[config.mk]
export PLATFORM = sky130hd
export DESIGN_NAME = mem_access_unit
export DESIGN_NICKNAME = d
export VERILOG_FILES = /design/src/rtl/mem_access_unit.sv
export SDC_FILE = /design/constraint.sdc
export NUM_CORES = 1
export LEC_CHECK = 0
export CORE_ASPECT_RATIO = 1.25
export CORE_MARGIN = 2
export CORE_UTILIZATION = 40
export CTS_CLUSTER_DIAMETER = 30
export DETAILED_ROUTE_END_ITERATION = 16
export GPL_ROUTABILITY_DRIVEN = 0
export GPL_TIMING_DRIVEN = 1
export MAX_ROUTING_LAYER = met4
export PLACE_DENSITY = 0.84
export SETUP_SLACK_MARGIN = 0.15
export SLEW_MARGIN = 0
export SYNTH_ARGS = -nofsm -noshare
export SYNTH_HDL_FRONTEND = slang
export SYNTH_SLANG_ARGS = --single-unit
[constraint.sdc]
create_clock -name clk -period 3.6 [get_ports clk]
set_input_delay 0.36 -clock clk [delete_from_list [all_inputs] [get_ports clk]]
set_output_delay 0.36 -clock clk [all_outputs]
set_load 0.01 [all_outputs]
[src/rtl/mem_access_unit.sv]
// MEM-stage data-memory access controller: single-outstanding req/ack port, pipeline stall,
// watchdog abort, and aligned sign/zero-extended load return.
module mem_access_unit #(
  parameter int TIMEOUT = 16
) (
  input  logic        clk,
  input  logic        rst_n,
  input  logic [12:0] EX_MEM_mem,
  input  logic [31:0] EX_MEM_addr,
  input  logic [31:0] EX_MEM_wdata,
  output logic        dmem_req,
  output logic        dmem_we,
  output logic [31:0] dmem_addr,
  output logic [3:0]  dmem_be,
  output logic [31:0] dmem_wdata,
  input  logic [31:0] dmem_rdata,
  input  logic        dmem_ack,
  output logic        mem_stall,
  output logic [31:0] MEM_rdata,
  output logic        mem_done,
  output logic        misalign_err,
  output logic        bus_err
);
  localparam int CW = (TIMEOUT > 1) ? $clog2(TIMEOUT) : 1;
  localparam logic [CW-1:0] CNT_LAST = CW'(TIMEOUT - 1);

  typedef enum logic [1:0] {IDLE, WAIT, RESP} state_t;
  state_t state, state_nx;

  logic          mem_rd, mem_wr, ld_uns, access, misaligned, accept, wd_expire;
  logic [1:0]    size;
  logic [3:0]    be_c;
  logic [31:0]   wdata_c;
  logic [1:0]    size_r, lane_r;
  logic          uns_r, timed_out;
  logic [CW-1:0] cnt;
  logic          unused_bits;

  assign mem_rd      = EX_MEM_mem[12];
  assign mem_wr      = EX_MEM_mem[11];
  assign size        = EX_MEM_mem[10:9];
  assign ld_uns      = EX_MEM_mem[8];
  assign unused_bits = ^EX_MEM_mem[7:0];
  assign access      = mem_rd | mem_wr;

  always_comb begin
    misaligned = 1'b0;
    be_c       = 4'b1111;
    wdata_c    = EX_MEM_wdata;
    if (size[1]) begin
      misaligned = (EX_MEM_addr[1:0] != 2'b00);
    end else if (size[0]) begin
      misaligned = EX_MEM_addr[0];
      be_c       = EX_MEM_addr[1] ? 4'b1100 : 4'b0011;
      wdata_c    = {2{EX_MEM_wdata[15:0]}};
    end else begin
      be_c       = 4'b0001 << EX_MEM_addr[1:0];
      wdata_c    = {4{EX_MEM_wdata[7:0]}};
    end
  end

  assign misalign_err = access & misaligned;
  assign accept       = (state == IDLE) & access & ~misaligned;
  assign wd_expire    = (TIMEOUT != 0) && (cnt == CNT_LAST);

  // Lane is picked from the address captured at accept, not the live bundle.
  function automatic logic [31:0] extend(input logic [31:0] w, input logic [1:0] sz,
                                         input logic uns, input logic [1:0] lane);
    logic [7:0]  b;
    logic [15:0] h;
    b = w[{lane, 3'b000} +: 8];
    h = lane[1] ? w[31:16] : w[15:0];
    if (sz[1])      return w;
    else if (sz[0]) return {{16{h[15] & ~uns}}, h};
    else            return {{24{b[7] & ~uns}}, b};
  endfunction

  always_comb begin
    state_nx  = state;
    mem_stall = 1'b0;
    mem_done  = 1'b0;
    bus_err   = 1'b0;
    case (state)
      IDLE: begin
        mem_stall = accept;
        if (accept) state_nx = WAIT;
      end
      WAIT: begin
        mem_stall = 1'b1;
        if (dmem_ack || wd_expire) state_nx = RESP;
      end
      RESP: begin
        mem_done = 1'b1;
        bus_err  = timed_out;
        state_nx = IDLE;
      end
      default: state_nx = IDLE;
    endcase
  end

  always_ff @(posedge clk or negedge rst_n) begin
    if (!rst_n) begin
      state      <= IDLE;
      dmem_req   <= 1'b0;
      dmem_we    <= 1'b0;
      dmem_addr  <= '0;
      dmem_be    <= '0;
      dmem_wdata <= '0;
      MEM_rdata  <= '0;
      size_r     <= '0;
      lane_r     <= '0;
      uns_r      <= 1'b0;
      timed_out  <= 1'b0;
      cnt        <= '0;
    end else begin
      state <= state_nx;
      case (state)
        IDLE: if (accept) begin
          dmem_req   <= 1'b1;
          dmem_we    <= mem_wr;
          dmem_addr  <= {EX_MEM_addr[31:2], 2'b00};
          dmem_be    <= be_c;
          dmem_wdata <= wdata_c;
          size_r     <= size;
          uns_r      <= ld_uns;
          lane_r     <= EX_MEM_addr[1:0];
          timed_out  <= 1'b0;
          cnt        <= '0;
        end
        WAIT: begin
          cnt <= cnt + CW'(1);
          // Ack has priority over a watchdog expiring in the same cycle.
          if (dmem_ack) begin
            dmem_req <= 1'b0;
            if (!dmem_we) MEM_rdata <= extend(dmem_rdata, size_r, uns_r, lane_r);
          end else if (wd_expire) begin
            dmem_req  <= 1'b0;
            timed_out <= 1'b1;
            if (!dmem_we) MEM_rdata <= '0;
          end
        end
        default: ;
      endcase
    end
  end
endmodule

After elaboration in Yosys (flattened, before gate mapping)

Cells that the tools add are included.

Memory bits (read-only): 0
Memories: 0
Input bits: 112
Output and inout bits: 106
Register bits after elaboration: 112
Memory bits (writable): 0
Latch bits: 0
Logic and storage cells: 74

Shift-type cells: 2
Muxes and demuxes: 30
Divide/modulo/power cells: 0
Order comparisons: 0
Bitwise logic cells: 8
Add/sub/neg operators: 1
Reduce and logical (&&, ||, !) cells: 11
Multipliers: 0
Equal/unequal tests: 10

Operators by type and width:

| kind                                                               | number |
|---|---|
| 32-bit two-way mux                                                 | 8 |
| 32-bit by 6-bit indexed part select with 8-bit output              | 1 |
| 16-bit two-way mux                                                 | 1 |
| 4-bit two-way mux                                                  | 4 |
| 2-bit inequality test (second input constant)                      | 6 |
| 1-bit two-way mux                                                  | 10 |
| 4-bit one-hot mux with 2 select lines                              | 1 |
| 4-bit AND reduction                                                | 2 |
| 1-bit one-hot mux with 2 select lines                              | 3 |
| 2-bit AND reduction                                                | 3 |
| 2-bit nonzero test                                                 | 3 |
| 1-bit AND                                                          | 5 |
| 4-bit by 1-bit adder with 4-bit output (second input constant)     | 1 |
| 4-bit == test (second input constant)                              | 1 |
| 2-bit two-way mux                                                  | 2 |
| 2-bit one-hot mux with 2 select lines                              | 1 |
| 1-bit by 2-bit << shifter with 4-bit output (first input constant) | 1 |
| 3-bit inequality test (second input constant)                      | 1 |
| 3-bit AND reduction                                                | 1 |
| 2-bit by 1-bit == test with 1-bit output (second input constant)   | 1 |
| 2-bit == test (second input constant)                              | 1 |
| 2-bit logical NOT                                                  | 1 |
| 1-bit NOT                                                          | 2 |
| 1-bit logical OR                                                   | 1 |
| 1-bit bitwise OR                                                   | 1 |

Logic depth before layout (Yosys ltp)

Gate-level depths: netlist of the first run.

Depth in word-level cells: 6
Mapped depth: 7
Gate-level depth less buffers: 5

Least setup slack after synthesis of the first run

OpenSTA, ideal clock, no wires.

Path type: input to output
Start point: in EX_MEM_mem[9]
End point: out mem_stall
Slack: 1.901 ns
Arrival time: 1.339 ns
Data required time: 3.240 ns
Cell stages on the path: 6
Buffers on the path: 3
Cells stage by stage: clkbuf_1 > nand2_1 > o2111ai_2 > buf_2 > buf_2 > nand2_1

Cells in the longest elaborated chain, start to end: 5

Ends and longest elaborated chain:

| element                               | RTL line | RTL |
|---|---|---|
| start, declared                       | 8        | `input logic [12:0] EX_MEM_mem,` |
| 1-bit two-way mux                     | 52       | `end else if (size[0]) begin` |
| 1-bit two-way mux                     | 50       | `if (size[1]) begin` |
| 1-bit NOT                             | 63       | `assign accept = (state == IDLE) & access & ~misaligned;` |
| 1-bit AND                             | 63       |  |
| 1-bit one-hot mux with 2 select lines | 83       | `case (state)` |
| end, declared                         | 18       | `output logic mem_stall,` |

No other way between the ends.

Worst setup path in the final report of the first run

Start point: in EX_MEM_mem[10]
End point: out mem_stall

Cells in the longest elaborated chain, start to end: 4

Ends and longest elaborated chain:

| element                               | RTL line |
|---|---|
| 1-bit two-way mux                     | 50 |
| 1-bit NOT                             | 63 |
| 1-bit AND                             | 63 |
| 1-bit one-hot mux with 2 select lines | 83 |

No other way between the ends.

==> out/metrics.cfg, run 1 <==
[power_and_ir_drop]
p_total_mw = 5.379
power_density_mw_per_mm2 = 709.6
ir_worst_vdd_uv = 306.8
p_leak_nw = 3.239

[floorplan]
core-area_sq_mm = 0.01260
ios = 218
die_w_um = 105.3
die_y_um = 130.6
die-area_sq_mm = 0.01376
start_util = 0.4072
rows = 46

[yosys]
yosys.area.top_type = dfrtp_1
synth_seq_area_share = 0.5461
synth.distinct_cells = 46
avgSynthCellArea_sq_um = 11.72
synth_edf_count = 0
synth_area_sq_mm = 0.005132
yosysTopAreaCellShare = 0.5461
synth_cells = 438
ys.flop_type = dfrtp_1
yosysWarningCount = 0
synth-async-reset-ratio = 1.000
ys_ff_latch = 112
synthTopCellsByArea = dfrtp_1 (55%), mux2_2 (11%), mux2i_1 (5.7%)

[setup_path]
rrSetupSlack_ns = 1.43
cpMostUsedCell = clkdlybuf4s50_1
cp-end-kind = primary output
critPathMaxStageDelay_ns = 0.71
cp.arrival_ns = 2.18
worstPathRequired_ns = 3.24
reg2regPathDepth = 4
critPathSlowestCell = clkdlybuf4s50_1
path_cells = clkdlybuf4s50_1 > o21ai_2 > o2111ai_4 > nand2_1 > clkdlybuf4s50_1
crit_buf_inv = 2
reg2reg_from = dmem_we
critical_path_class = input port to primary output
crit_family = buffers and inverters
path_max_fanout = 12
critPathLaunchType = input port
reg2reg_to = MEM_rdata[12]

[timing]
hold_ws_ns = 0.08241
fmax_ghz = 0.3934
period_needed_ns = 2.542
hold_viol_final = 0
fin_worst_skew_ns = 0.009201
slew_violations = 0
tns_ns = 0
finalSetupViolations = 0
final.period_utilization = 0.7060
rsz0062_at_grt = false
slew_headroom = 0.2911
tightestPinTransition_ns = 1.063

[grt]
grt_overflow = 0
first_global_vias = 4473
grt_pass1_wl_mm = 22.79
grtUsageTotal = 0.2166
antenna_found_initial = 0
grt_max_degree = 106

[cts]
cts_tree = built
cts_sinks = 112
ctsHoldBuffers = 0
cts_max_level = 3
cts_buffer_depth = 2
cts_resized = 0
clk_latency_ns = 0.34
clk_root_buffer_cell = clkbuf_16
clkTransAtPathRegs_ns = 0.08
post_cts_buffers = 0
cts_buffers = 9

[final_layout]
nets = 741
filler_cell_count = 1024
drive_gt1_frac = 0.1216
layout.cells.non_filler = 801
syn2layout_area_growth_pct = 47.68
antenna_cells_inserted = 0
utilization = 0.6014

[routing]
totalWireLength_mm = 14.31
wire_per_inst_um = 17.86
viasPerCell = 5.338
vias = 4276
drt_iter0_drc = 169
first_pass_iters = 4
route.detailed.drc = 0
ant_nets = 0

[worst_hold_path]
hp-class = input port to asynchronous set/reset pin

[run_status]
status = completed

[place]
dp_cells = 785
portBuffers = 207
dpl.hpwl_mm = 10.80

[flow_run]
cap_violations = 0

## per-stage QoR
stage | setup slack [ns] | area [sq um]
after floorplan | 1.901 | 5136
final | 1.058 | 7580
after detailed placement | 1.002 | 7300
after global placement | 1.031 | 7300
after CTS | 1.003 | 7580
after global routing | 0.9257 | 7580
## Yosys cell counts, types with 4 or more instances
cell       instances
dfrtp_1          112
mux2_2            48
o21ai_0           43
nand2_1           37
mux2i_1           29
a21oi_1           21
buf_2             19
nor2_1            17
a221o_1           16
a211o_1           11
clkbuf_1          10
o2bb2ai_1          7
nor2b_1            6
or3_1              6
inv_1              5
a22oi_1            4
and3b_1            4
nand2b_1           4
## sequential cells by signal, summed over array words and instances (netlist names)
signal,count
MEM_rdata,32
cnt,4
dmem_addr,30
dmem_be,4
dmem_req,1
dmem_wdata,32
dmem_we,1
lane_r,2
size_r,2
state,2
timed_out,1
uns_r,1
## cells in the final DEF (no fill, tap or decap), drive strengths merged, types with 3 or more instances in the layout
cell,n
and3b,4
nand2,37
mux2i,29
o21ai,44
a221o,16
inv,7
buf,6
mux2,48
dfrtp,112
a32oi,3
clkdlybuf4s50,206
o31ai,3
clkbuf,10
nor2b,6
nand3,3
a211o,11
o2bb2ai,7
a21oi,21
nor2,17
or3,6
a22oi,4
clkinv,4
nand2b,6
## worst register-to-register path: stages (launching register included)
cell and delay, ns:
dfrtp_1 0.42, and4bb_1 0.62, and2_1 0.76, o2bb2ai_1 0.21
a211o_1 0.12
## kinds of logic after synthesis
family                   Yosys count  synth area share
multiplexers                      77            0.1619
other                              1         0.0007306
AO/OA/AOI/OAI                    120            0.1599
flip-flops                       112            0.5461
adder cells (fa/ha/maj)            1          0.002437
AND/OR/NAND/NOR                   88           0.09069
buffers and inverters             39           0.03827
## worst max path at each step
stage | startpoint | endpoint | slack [ns] | cells past startpoint
floorplan | EX_MEM_mem[9] | mem_stall | 1.90 | 6
global placement | EX_MEM_mem[10] | misalign_err | 1.03 | 4
detailed placement | EX_MEM_mem[10] | mem_stall | 1.00 | 5
CTS | EX_MEM_mem[10] | mem_stall | 1.00 | 5
global route | EX_MEM_mem[10] | mem_stall | 0.93 | 5
finish | EX_MEM_mem[10] | mem_stall | 1.06 | 5
## routing by layer
metal / vias to the layer above / wire [um] / GRT usage / part of all wire
met2: 169 / 7569 / 0.3803 / 0.53
li1: 1973 / - / - / -
met5: - / 0 / - / 0
met3: 21 / 860 / 0.04663 / 0.060
met1: 2113 / 5504 / 0.2466 / 0.38
met4: 0 / 373 / 0.07373 / 0.026
## cell type report
| cell class | instances | area (sq um) | area share |
|---|---|---|---|
| clock inverter | 6 | 41.29 | 0.005447 |
| tap | 168 | 210.2 | 0.02773 |
| clock buffer | 10 | 239.0 | 0.03153 |
| sequential | 112 | 2803 | 0.3698 |
| inverter | 5 | 18.77 | 0.002476 |
| timing repair buffer | 212 | 2120 | 0.2796 |
| multi-input combinational | 288 | 2148 | 0.2834 |
## power by group
part	internal [mW]	switching, mW
registers	1.76	0.354
logic	1.37	0.943
clock network	0.492	0.458
(Power assumes the default switching activity.)
==> run 2: changes to the inputs <==
==> constraint.sdc (replaced) <==
create_clock -name clk -period 2.6 [get_ports clk]
set_input_delay 0.26 -clock clk [delete_from_list [all_inputs] [get_ports clk]]
set_output_delay 0.26 -clock clk [all_outputs]
set_load 0.01 [all_outputs]
==> run 2 against run 1 <==
Worst hold slack improved by 0.40 ns. Sequential power is 36% higher. Flip-flop and latch count is the same. Sequential share of layout area shrank 0.36 points. Power grew 41%. First-iteration DRC count rose by 5.9%. Critical path type unchanged. Global-route usage shrank 0.51 points. Non-clock buffer count increased by 6. Core utilization increased by 0.60 points. Critical path depth unchanged. Clock power is 48% higher.
==> out/metrics.cfg, run 2 (synthesis results as in run 1) <==
[routing]
first_pass_iters = 5  ; was 4
totalWireLength_mm = 14.35  ; was 14.31 mm
vias = 4341  ; was 4276
route.detailed.drc = 0  ; unchanged
wire_per_inst_um = 17.78  ; was 17.86 um
viasPerCell = 5.379  ; was 5.338
ant_nets = 0  ; unchanged
drt_iter0_drc = 179  ; was 169

[power_and_ir_drop]
ir_worst_vdd_uv = 433.8  ; was 306.8 uV
power_density_mw_per_mm2 = 988.0  ; was 709.6 mW/mm^2
p_total_mw = 7.563  ; was 5.379 mW
p_leak_nw = 3.277  ; was 3.239 nW

[cts]
cts_buffers = 9  ; unchanged
post_cts_buffers = 0  ; unchanged
clk_latency_ns = 0.35  ; was 0.34 ns
clkTransAtPathRegs_ns = 0.07  ; was 0.08 ns
cts_resized = 0  ; unchanged
ctsHoldBuffers = 1  ; was 0
cts_buffer_depth = 2  ; unchanged
cts_tree = built  ; unchanged
cts_max_level = 3  ; unchanged
cts_sinks = 112  ; unchanged
clk_root_buffer_cell = clkbuf_16  ; unchanged

[grt]
grt_pass1_wl_mm = 22.17  ; was 22.79 mm
grt_overflow = 0  ; unchanged
grt_max_degree = 65  ; was 106
grtUsageTotal = 0.2115  ; was 0.2166
antenna_found_initial = 0  ; unchanged
first_global_vias = 4348  ; was 4473

[timing]
slew_headroom = 0.4378  ; was 0.2911
setup_ws_ns = 0.3786  ; was 1.058 ns
tns_ns = 0  ; unchanged
final.period_utilization = 0.8544
tightestPinTransition_ns = 0.8401  ; was 1.063 ns
rsz0062_at_grt = false  ; unchanged
period_needed_ns = 2.221
slew_violations = 0  ; unchanged
hold_viol_final = 0  ; unchanged
finalSetupViolations = 0  ; unchanged
fmax_ghz = 0.4502
fin_worst_skew_ns = 0.007050  ; was 0.009201 ns

[final_layout]
layout_commonest_cell = clkdlybuf4s50_1  ; unchanged
reg.largest.list = MEM_rdata (32), dmem_wdata (32), dmem_addr (30)  ; unchanged
drive_gt1_frac = 0.1268  ; was 0.1216
layout_common_cells = clkdlybuf4s50_1 (206), dfrtp_1 (112), mux2_2 (48)  ; unchanged
design_area_sq_mm = 0.007655  ; was 0.007580 sq mm
nets = 747  ; was 741
antenna_cells_inserted = 0  ; unchanged
filler_cell_count = 1012  ; was 1024
syn2layout_area_growth_pct = 49.15  ; was 47.68%

[setup_path]
path_max_fanout = 7  ; was 12
reg2regPathDepth = 4  ; unchanged
cp-end-kind = primary output  ; unchanged
critical_path_class = input port to primary output  ; unchanged
worstPathRequired_ns = 2.34  ; was 3.24 ns
critPathLaunchType = input port  ; unchanged
cp.arrival_ns = 1.96  ; was 2.18 ns

[floorplan]
die_w_um = 105.3  ; unchanged
die-area_sq_mm = 0.01376  ; unchanged
ios = 218  ; unchanged
rows = 46  ; unchanged
die_y_um = 130.6  ; unchanged
start_util = 0.4072  ; unchanged
core-area_sq_mm = 0.01260  ; unchanged

[place]
dpl.hpwl_mm = 10.73  ; was 10.80 mm
placed_area_sq_mm = 0.007350  ; was 0.007300 sq mm
pre_cts_ws_ns = 0.3537  ; was 1.002 ns
portBuffers = 207  ; unchanged

[run_status]
status = completed  ; unchanged

[worst_hold_path]
hp-class = register to register  ; was input port to asynchronous set/reset pin
holdPathStages = 2

[flow_run]
cap_violations = 0  ; unchanged

-- run 2: where the power goes --
| part | internal, mW | switching [mW] | total (mW) |
|---|---|---|---|
| clock | 0.755 | 0.650 | 1.41 |
| combinational | 1.92 | 1.35 | 3.26 |
| sequential | 2.44 | 0.455 | 2.89 |
| total | 5.11 | 2.45 | 7.56 |
-- run 2: worst paths after layout --
check | startpoint | to | slack, ns
setup / recovery | EX_MEM_addr[0] | mem_stall | 0.38
hold / removal | dmem_wdata[31] | dmem_wdata[31] | 0.48
setup reg to reg | size_r[0] | MEM_rdata[2] | 0.77
hold reg to reg | dmem_wdata[31] | dmem_wdata[31] | 0.48
max in group asynchronous | rst_n | uns_r | 1.29
min in group asynchronous | rst_n | dmem_addr[8] | 0.51
-- run 2: stage by stage --
stage / instances / hold slack, ns / util
3_3_place_gp: 790 / 0.3116 / 0.5831
2_1_floorplan: 439 / -0.03559 / -
4_1_cts: 807 / 0.4873 / 0.6073
3_5_place_dp: 790 / 0.3225 / 0.5831
5_1_grt: 807 / 0.5084 / 0.6073
6_report: 807 / 0.4794 / 0.6073
-- run 2: worst max-delay path: stages --
cell and delay [ns]:
clkdlybuf4s50_1 0.55, o21ai_2 0.32, o2111ai_4 0.18, nand2_1 0.11, clkdlybuf4s50_1 0.54
-- run 2: layout make-up --
class	count	area, sq um	share of cell area
multi-input cells	288	2148	0.2806
inverters	5	18.77	0.002452
flip-flops and latches	112	2803	0.3661
clock buffers	10	229.0	0.02991
well taps	168	210.2	0.02746
repair buffers	218	2180	0.2847
clock inverters	6	66.31	0.008663
-- run 2: routing by layer --
layer | up-vias | wire (um) | global-route usage | part of all wire
met4 | 0 | 414 | 0.09333 | 0.029
met3 | 33 | 1027 | 0.04861 | 0.072
met2 | 195 | 7367 | 0.3628 | 0.51
met5 | - | 0 | - | 0
li1 | 1990 | - | - | -
met1 | 2123 | 5536 | 0.2373 | 0.39
